$ cat src/rtl/rr_arb_pkg.sv
// Shared definitions for the round-robin arbitrated mux: the select-width helper
// and the values every register takes on reset.
package rr_arb_pkg;

   // Ceiling log2, used to size channel indices (value >= 2 in practice)
   function automatic int clog2(input int value);
      int r;
      r = 0;
      while ((1 << r) < value) begin
         r = r + 1;
      end
      return r;
   endfunction

   localparam logic        RST_OUT_VALID = 1'b0;
   localparam int unsigned RST_PTR       = 0;
   localparam int unsigned RST_CHAN      = 0;
   localparam int unsigned RST_COUNT     = 0;

endpackage

$ cat src/rtl/rr_pick.sv
// Combinational rotate-priority encoder. Scans req starting at ptr, wrapping from
// N-1 to 0, and reports the first requesting channel.
module rr_pick
   import rr_arb_pkg::*;
#(
   parameter  int N     = 4,
   localparam int SEL_W = clog2(N)
) (
   input  logic [N-1:0]     req,
   input  logic [SEL_W-1:0] ptr,
   output logic [SEL_W-1:0] gnt_idx,
   output logic             gnt_any
);

   localparam logic [SEL_W:0] N_W = (SEL_W+1)'(N);

   // req concatenated with itself (top copy trimmed to what a rotation can reach),
   // so a rotation by ptr becomes a plain window of N bits.
   logic [2*N-2:0]   w_req2;
   logic [N-1:0]     w_rot;
   logic [SEL_W-1:0] w_off;
   logic [SEL_W:0]   w_sum;

   assign w_req2 = {req[N-2:0], req};

   generate
      for (genvar gi = 0; gi < N; gi++) begin : g_rot
         assign w_rot[gi] = w_req2[{1'b0, ptr} + (SEL_W+1)'(gi)];
      end
   endgenerate

   // Lowest set bit of the rotated request is the offset of the winner from ptr
   always_comb begin
      w_off   = '0;
      gnt_any = 1'b0;
      for (int k = N-1; k >= 0; k--) begin
         if (w_rot[k]) begin
            w_off   = SEL_W'(k);
            gnt_any = 1'b1;
         end
      end
   end

   // Map the offset back to an absolute channel index modulo N
   always_comb begin
      w_sum   = {1'b0, ptr} + {1'b0, w_off};
      gnt_idx = w_sum[SEL_W-1:0];
      if (w_sum >= N_W) begin
         gnt_idx = SEL_W'(w_sum - N_W);
      end
   end

endmodule

$ cat src/rtl/rr_arb_mux.sv
// N:1 round-robin arbitrated word selector with a single registered output stage
// (valid/ready both sides, 1-cycle latency, full throughput).
// Optional feature macro ARB_MUX_STATS_EN adds saturating per-channel grant counters
// on the grant_count port.
module rr_arb_mux
   import rr_arb_pkg::*;
#(
   parameter  int N     = 4,
   parameter  int WIDTH = 32,
   parameter  int CNT_W = 16,
   localparam int SEL_W = clog2(N)
) (
   input  logic               clk,
   input  logic               reset,
   input  logic [N*WIDTH-1:0] in_data,
   input  logic [N-1:0]       in_valid,
   output logic [N-1:0]       in_ready,
   output logic [WIDTH-1:0]   out_data,
   output logic [SEL_W-1:0]   out_chan,
   output logic               out_valid,
   input  logic               out_ready
`ifdef ARB_MUX_STATS_EN
   ,
   output logic [N*CNT_W-1:0] grant_count
`endif
);

   logic [WIDTH-1:0] w_chan_data [N];
   logic [SEL_W-1:0] w_gnt_idx;
   logic             w_req_any;
   logic             w_slot_free;
   logic             w_grant;
   logic [SEL_W-1:0] w_ptr_next;

   logic [SEL_W-1:0] r_ptr;
   logic [WIDTH-1:0] r_out_data;
   logic [SEL_W-1:0] r_out_chan;
   logic             r_out_valid;

   generate
      for (genvar gi = 0; gi < N; gi++) begin : g_unpack
         assign w_chan_data[gi] = in_data[gi*WIDTH +: WIDTH];
      end
   endgenerate

   rr_pick #(
      .N (N)
   ) u_pick (
      .req     (in_valid),
      .ptr     (r_ptr),
      .gnt_idx (w_gnt_idx),
      .gnt_any (w_req_any)
   );

   // The output register can take a word when empty or being drained this cycle.
   // Reset is folded in so no source sees a ready while reset is held.
   assign w_slot_free = !r_out_valid || out_ready;
   assign w_grant     = w_slot_free && w_req_any && !reset;
   assign w_ptr_next  = (w_gnt_idx == SEL_W'(N-1)) ? '0 : w_gnt_idx + 1'b1;

   generate
      for (genvar gi = 0; gi < N; gi++) begin : g_ready
         assign in_ready[gi] = w_grant && (w_gnt_idx == SEL_W'(gi));
      end
   endgenerate

   // Output register and round-robin pointer: load on grant, empty on a bare pop
   always_ff @(posedge clk or posedge reset) begin
      if (reset) begin
         r_out_valid <= RST_OUT_VALID;
         r_out_data  <= '0;
         r_out_chan  <= SEL_W'(RST_CHAN);
         r_ptr       <= SEL_W'(RST_PTR);
      end else if (w_grant) begin
         r_out_valid <= 1'b1;
         r_out_data  <= w_chan_data[w_gnt_idx];
         r_out_chan  <= w_gnt_idx;
         r_ptr       <= w_ptr_next;
      end else if (out_ready) begin
         r_out_valid <= 1'b0;
      end
   end

   assign out_data  = r_out_data;
   assign out_chan  = r_out_chan;
   assign out_valid = r_out_valid;

`ifdef ARB_MUX_STATS_EN
   generate
      for (genvar gi = 0; gi < N; gi++) begin : g_stats
         logic [CNT_W-1:0] r_count;

         // Count accepted words per channel, sticking at all-ones
         always_ff @(posedge clk or posedge reset) begin
            if (reset) begin
               r_count <= CNT_W'(RST_COUNT);
            end else if (in_ready[gi] && (r_count != {CNT_W{1'b1}})) begin
               r_count <= r_count + 1'b1;
            end
         end

         assign grant_count[gi*CNT_W +: CNT_W] = r_count;
      end
   endgenerate
`else
   // Counter width only matters when statistics are built in
   localparam int unused_cnt_w = CNT_W;
`endif

endmodule

$ cat config.mk
export PLATFORM = sky130hd
export DESIGN_NAME = rr_arb_mux
export DESIGN_NICKNAME = d
export VERILOG_FILES = /design/src/rtl/rr_arb_pkg.sv /design/src/rtl/rr_pick.sv /design/src/rtl/rr_arb_mux.sv
export SDC_FILE = /design/constraint.sdc
export NUM_CORES = 1
export LEC_CHECK = 0
export CORE_MARGIN = 2
export CORE_UTILIZATION = 36
export DETAILED_ROUTE_END_ITERATION = 6
export GPL_TIMING_DRIVEN = 0
export PLACE_DENSITY = 0.81
export SLEW_MARGIN = 10
export SYNTH_ARGS = -nofsm -noshare
export SYNTH_HDL_FRONTEND = slang
export SYNTH_HIERARCHICAL = 1
export SYNTH_SLANG_ARGS = --single-unit
$ cat constraint.sdc
create_clock -name clk -period 5 [get_ports clk]
set_input_delay 1.25 -clock clk [delete_from_list [all_inputs] [get_ports clk]]
set_output_delay 1.25 -clock clk [all_outputs]
set_load 0.005 [all_outputs]
# Word level (Yosys, flattened, before mapping)
# Cells that the tools add are included.
# W data, S select, Z words.
totals:
  inputBits: 135
  out_inout_bits: 39
  regBits: 37
op_classes:
  n_bitwise: 1
  n_mux: 23
  eq_ne: 3
  n_addsub: 6
  n_lt_le_gt_ge: 6
  reduce_logical: 11
ops:
  columns: ["operator", "count"]
  rows:
  - ["$bmux W32 S2", 1]
  - ["$mux W32", 2]
  - ["$lt A3 B4 Y1 const B", 3]
  - ["$mux W2", 6]
  - ["$mux W1", 10]
  - ["$bmux W1 S3", 3]
  - ["$add A2 B2 Y3 const B", 2]
  - ["$ge A3 B3 Y1 const B", 2]
  - ["$logic_and A1 B1 Y1", 6]
  - ["$eq A2 B2 Y1 const B", 2]
  - ["$lt A2 B4 Y1 const B", 1]
  - ["$add A2 B1 Y3 const B", 1]
  - ["$add A2 B2 Y3", 1]
  - ["$not A2 Y3", 1]
  - ["$add A2 B1 Y2 const B", 1]
  - ["$bmux W1 S2", 1]
  - ["$eq A2 B1 Y1 const B", 1]
  - ["$logic_not A1 Y1", 2]
  - ["$logic_not A2 Y1", 1]
  - ["$reduce_bool A2 Y1", 1]
  - ["$sub A2 B1 Y2 const B", 1]
  - ["$logic_or A1 B1 Y1", 1]

# Logic depth before layout (Yosys ltp)
depth:
  depth_word: 14
  ltp_mapped: 14

# Modules after synthesis
# Netlist, hierarchy kept.
by_module_without_submodules:
  columns: ["module", "seq_area_each_um2", "cells_each", "area_each_um2", "n_inst"]
  rows:
  - ["rr_arb_mux", 925.9, 134, 2356.0, 1]
  - ["rr_pick", 0.0, 26, 231.5, 1]

# Worst setup path before layout
# No wires, ideal clock.
synth_timing:
  path_kind: "input to output"
  start: "in in_valid[3]"
  end: "out in_ready[1]"
  required_time_ns: 3.750
  setup_slack_ns: 0.241
  arrival_ns: 3.509
  path_stages: 11
  n_path_buf: 2
  path_cell_list: "or3b_2 a22oi_1 o221a_2 ha_1 xor2_1 xnor2_1 buf_2 clkbuf_1 inv_1 ha_1 and2_1"
synth_via:
  elab_chain_len: 11
  word_cells_on_any_way: 24
synth_lines:
  columns: ["element", "line_no", "rtl"]
  rows:
  - ["start: declaration", "rr_arb_mux.sv:16", "input logic [N-1:0] in_valid,"]
  - ["$bmux W1 S3", "rr_pick.sv:28", "assign w_rot[gi] = w_req2[{1'b0, ptr} + (SEL_W+1)'(gi)];"]
  - ["$mux W1 (implied by the code)", "rr_pick.sv:28", null]
  - ["$mux W2 (3 in series)", "rr_pick.sv:37", "if (w_rot[k]) begin"]
  - ["$mux W2 (*)", "rr_pick.sv:37", null]
  - ["$add A2 B2 Y3 (*)", "rr_pick.sv:46", "w_sum = {1'b0, ptr} + {1'b0, w_off};"]
  - ["$ge A3 B3 Y1 / $sub A2 B1 Y2 (equally long branches)", "rr_pick.sv:48, rr_pick.sv:49", null]
  - ["$mux W2 (*)", "rr_pick.sv:48", "if (w_sum >= N_W) begin"]
  - ["named net w_gnt_idx[1]", "rr_arb_mux.sv:29", "logic [SEL_W-1:0] w_gnt_idx;"]
  - ["$eq A2 B1 Y1 (*)", "rr_arb_mux.sv:63", "assign in_ready[gi] = w_grant && (w_gnt_idx == SEL_W'(gi));"]
  - ["$logic_and A1 B1 Y1 (*)", "rr_arb_mux.sv:63", null]
  - ["end: declaration", "rr_arb_mux.sv:17", "output logic [N-1:0] in_ready,"]
# Mark *: on every way through the listed nets, which the timed path passes. The rest lies on a longest branch. The select of a mux whose other input is x is not followed.

# Worst setup path in the final report
layout_timing:
  start: "in in_valid[1]"
  end: "out in_ready[0]"
layout_via:
  elab_chain_len: 11
  word_cells_on_any_way: 24
layout_lines:
  columns: ["element", "line_no"]
  rows:
  - ["$bmux W1 S3", "rr_pick.sv:28"]
  - ["$mux W1 (implied by the code)", "rr_pick.sv:28"]
  - ["$mux W2 (3 in series)", "rr_pick.sv:37"]
  - ["$mux W2 (*)", "rr_pick.sv:37"]
  - ["$add A2 B2 Y3 (*)", "rr_pick.sv:46"]
  - ["$ge A3 B3 Y1 / $sub A2 B1 Y2 (equally long branches)", "rr_pick.sv:48, rr_pick.sv:49"]
  - ["$mux W2 (*)", "rr_pick.sv:48"]
  - ["named net w_gnt_idx[1]", "rr_arb_mux.sv:29"]
  - ["$logic_not A2 Y1 (*)", "rr_arb_mux.sv:63"]
  - ["$logic_and A1 B1 Y1 (*)", "rr_arb_mux.sv:63"]
# Marked as above.

==> impl_metrics.json <==
{
  "gp_congestion": 0.8617,
  "tns_ns": 0,
  "hold_viol": 0,
  "grt_max_degree": 38,
  "diodes": 0,
  "peakVddDrop_mv": 0.4701,
  "worstSkewPairLatency_ns": 0.28,
  "yosysWarnings": 6,
  "tightest_slew_ns": 0.7718,
  "crit_path_cell_trace": "dlygate4sd2_1 > mux4_2 > a21oi_2 > o221a_2 > ha_2 > xor2_2 > xnor2_2 > buf_6 > inv_1 > ha_1 > and2_1 > dlygate4sd2_1",
  "drv_cap": 0,
  "final_cell_count_no_fill": 439,
  "root_buffer": "clkbuf_8",
  "hold_class": "reg -> reg",
  "cts_max_level": 2,
  "rows": 30,
  "start_kind": "input port",
  "worstPathRequired_ns": 3.75,
  "dp_hpwl_mm": 5.866,
  "ys.flop_type": "dfrtp_1",
  "max_freq_ghz": 0.2047,
  "cp.arrival_ns": 3.64,
  "dp_cells": 429,
  "power_leakage_nw": 1.917,
  "powerDensity_nw_per_um2": 766.3,
  "cts_buffers": 5,
  "seq_area_frac_synth_pct": 35.78,
  "period_share_pct": 97.72,
  "track_usage_pct": 19.25,
  "start_util_pct": 37.67,
  "clk_pin_slew_ns": 0.07,
  "antenna_found_initial": 0,
  "synth_fp_nets": 302,
  "yosys.cell_types.count": 29,
  "die_height_um": 88.78,
  "path_class": "in -> out",
  "synth_area_leader_cell": "dfrtp_1",
  "slowest_delay_ns": 0.50,
  "drc_errors": 0,
  "crit_buf_inv": 4,
  "worstPathMaxFanout": 3,
  "final_max_slew_viol_count": 0,
  "num_vias": 2160,
  "slew_headroom_pct": 48.47,
  "layout.nets": 484,
  "finalSetupViolCount": 0,
  "synth_async_sr_flop_share_pct": 100.0,
  "path_delay_family": "buffers and inverters",
  "synth_common_cells": "37 x dfrtp_1, 28 x mux4_2, 22 x mux2_4",
  "firstDrtPassIters": 4,
  "critPathMostFrequentCell": "dlygate4sd2_1",
  "status": "completed",
  "cts_buffer_depth": 2,
  "period_needed_ns": 4.886,
  "cp_slowest_cell": "mux4_2",
  "core_um2": 6869,
  "grt_overflow": 0,
  "synth_edf_count": 0,
  "ys_ff_latch": 37,
  "syn-cell-area_um2": 2587,
  "crit_path_end_kind": "primary output",
  "postRouteAntennaNets": 0,
  "synthTopCellsByArea": "dfrtp_1 36%, mux4_2 24%, mux2_4 13%",
  "synth.top_cell.area_share_pct": 35.78,
  "clock_skew_ns": 0.003729,
  "multiInputGateArea_um2": 1559,
  "drtIter0Drc": 44,
  "syn_inst": 160,
  "final-seq-area_um2": 925.9,
  "fillCellCount": 514,
  "syn_area_per_cell_um2": 16.17,
  "cts_tree": "built",
  "wl_per_cell_um": 16.74,
  "via_per_inst": 4.920,
  "fp.dieW_um": 88.78,
  "ioPinCount": 174,
  "port_buffers": 173,
  "routed_wl_mm": 7.349,
  "area_growth_pct": 78.05,
  "final_layout_size_suffix_gt1_share_pct": 27.11,
  "yosysMostFrequentCell": "dfrtp_1",
  "cts_sinks": 37,
  "grt_pass1_vias": 2370,
  "die-area_um2": 7882,
  "grt_first_pass_wirelength_mm": 11.39
}
## placed cells by master, fill, tap and decap left out, types with 2 or more instances in the layout
cell type	count
inv_1	8
mux4_2	29
clkbuf_8	6
clkdlybuf4s50_1	165
buf_2	4
dlygate4sd2_1	5
mux2_1	4
mux4_1	5
ha_2	2
buf_6	5
nand2_1	2
a21oi_1	2
mux2_2	10
mux2_4	22
ha_1	5
and2_1	4
dfrtp_1	37
dlymetal6s2s_1	2
buf_4	6
## cell families (layout without fill, tap and decap cells)
kind of cell / after synthesis / in the layout / share of synthesized area, %
compound gates: 10 / 10 / 2.708
fa+ha+maj: 7 / 7 / 3.385
xor+xnor: 2 / 2 / 0.6771
simple gates: 11 / 11 / 2.563
mux: 71 / 71 / 49.71
flops: 37 / 37 / 35.78
buf+inv: 22 / 205 / 5.173
## where the power goes
part	switching [mW]	internal [mW]
registers	0.0926	0.468
clock network	0.103	0.163
logic	1.00	1.70
total	1.20	2.33
## area by class of cell
cell class | instances | share of cell area [%]
timing repair buffer | 177 | 38.21
buffer | 11 | 1.983
tap | 96 | 2.607
multi-input combinational | 101 | 33.84
clock buffer | 7 | 1.874
sequential | 37 | 20.10
inverter | 9 | 0.7333
clock inverter | 1 | 0.6518
## routing by layer
| metal | track usage [%] | wire [µm] | vias up |
|---|---|---|---|
| li1 | - | - | 993 |
| met3 | 5.690 | 727 | 8 |
| met5 | 0 | 0 | - |
| met4 | 4.683 | 92 | 0 |
| met2 | 35.07 | 3942 | 118 |
| met1 | 22.08 | 2586 | 1041 |
## what timing repair did
item                                    CTS  global route
pin swaps                                 1             2
gates resized for setup                  17             4
endpoints found under the setup margin    4             4
buffers inserted                          2             2
hold buffers                              0             0
## sequential cells by signal, indices dropped and copies added (netlist names)
register   cells
r_ptr          2
out_data      32
out_valid      1
out_chan       2
## worst paths after layout
path	from	to	slack, ns	cells after the start
max	in_valid[1]	in_ready[0]	0.11	12
min	out_chan[0]	out_chan[0]	0.49	1
max reg2reg	r_ptr[0]	out_data[0]	1.30	14
min reg2reg	out_chan[0]	out_chan[0]	0.49	1
max in group asynchronous	reset	out_data[27]	3.06	2
min in group asynchronous	reset	out_valid	1.44	2
## per-stage QoR
step                hold WS (ns)  util, %  instance area [µm²]  total power, mW  setup WS (ns)
floorplan                 0.4828        -                 2587            2.428         0.2409
global placement          0.4686    64.63                 4439            3.173         -1.111
detailed placement        0.4762    64.63                 4439            3.222         -1.246
CTS                       0.4923    66.72                 4583            3.557        0.02472
global route              0.5277    67.07                 4607            3.825      -0.002773
finish                    0.4872    67.07                 4607            3.530         0.1139
No activity file was read; power rests on OpenSTA's default activity.
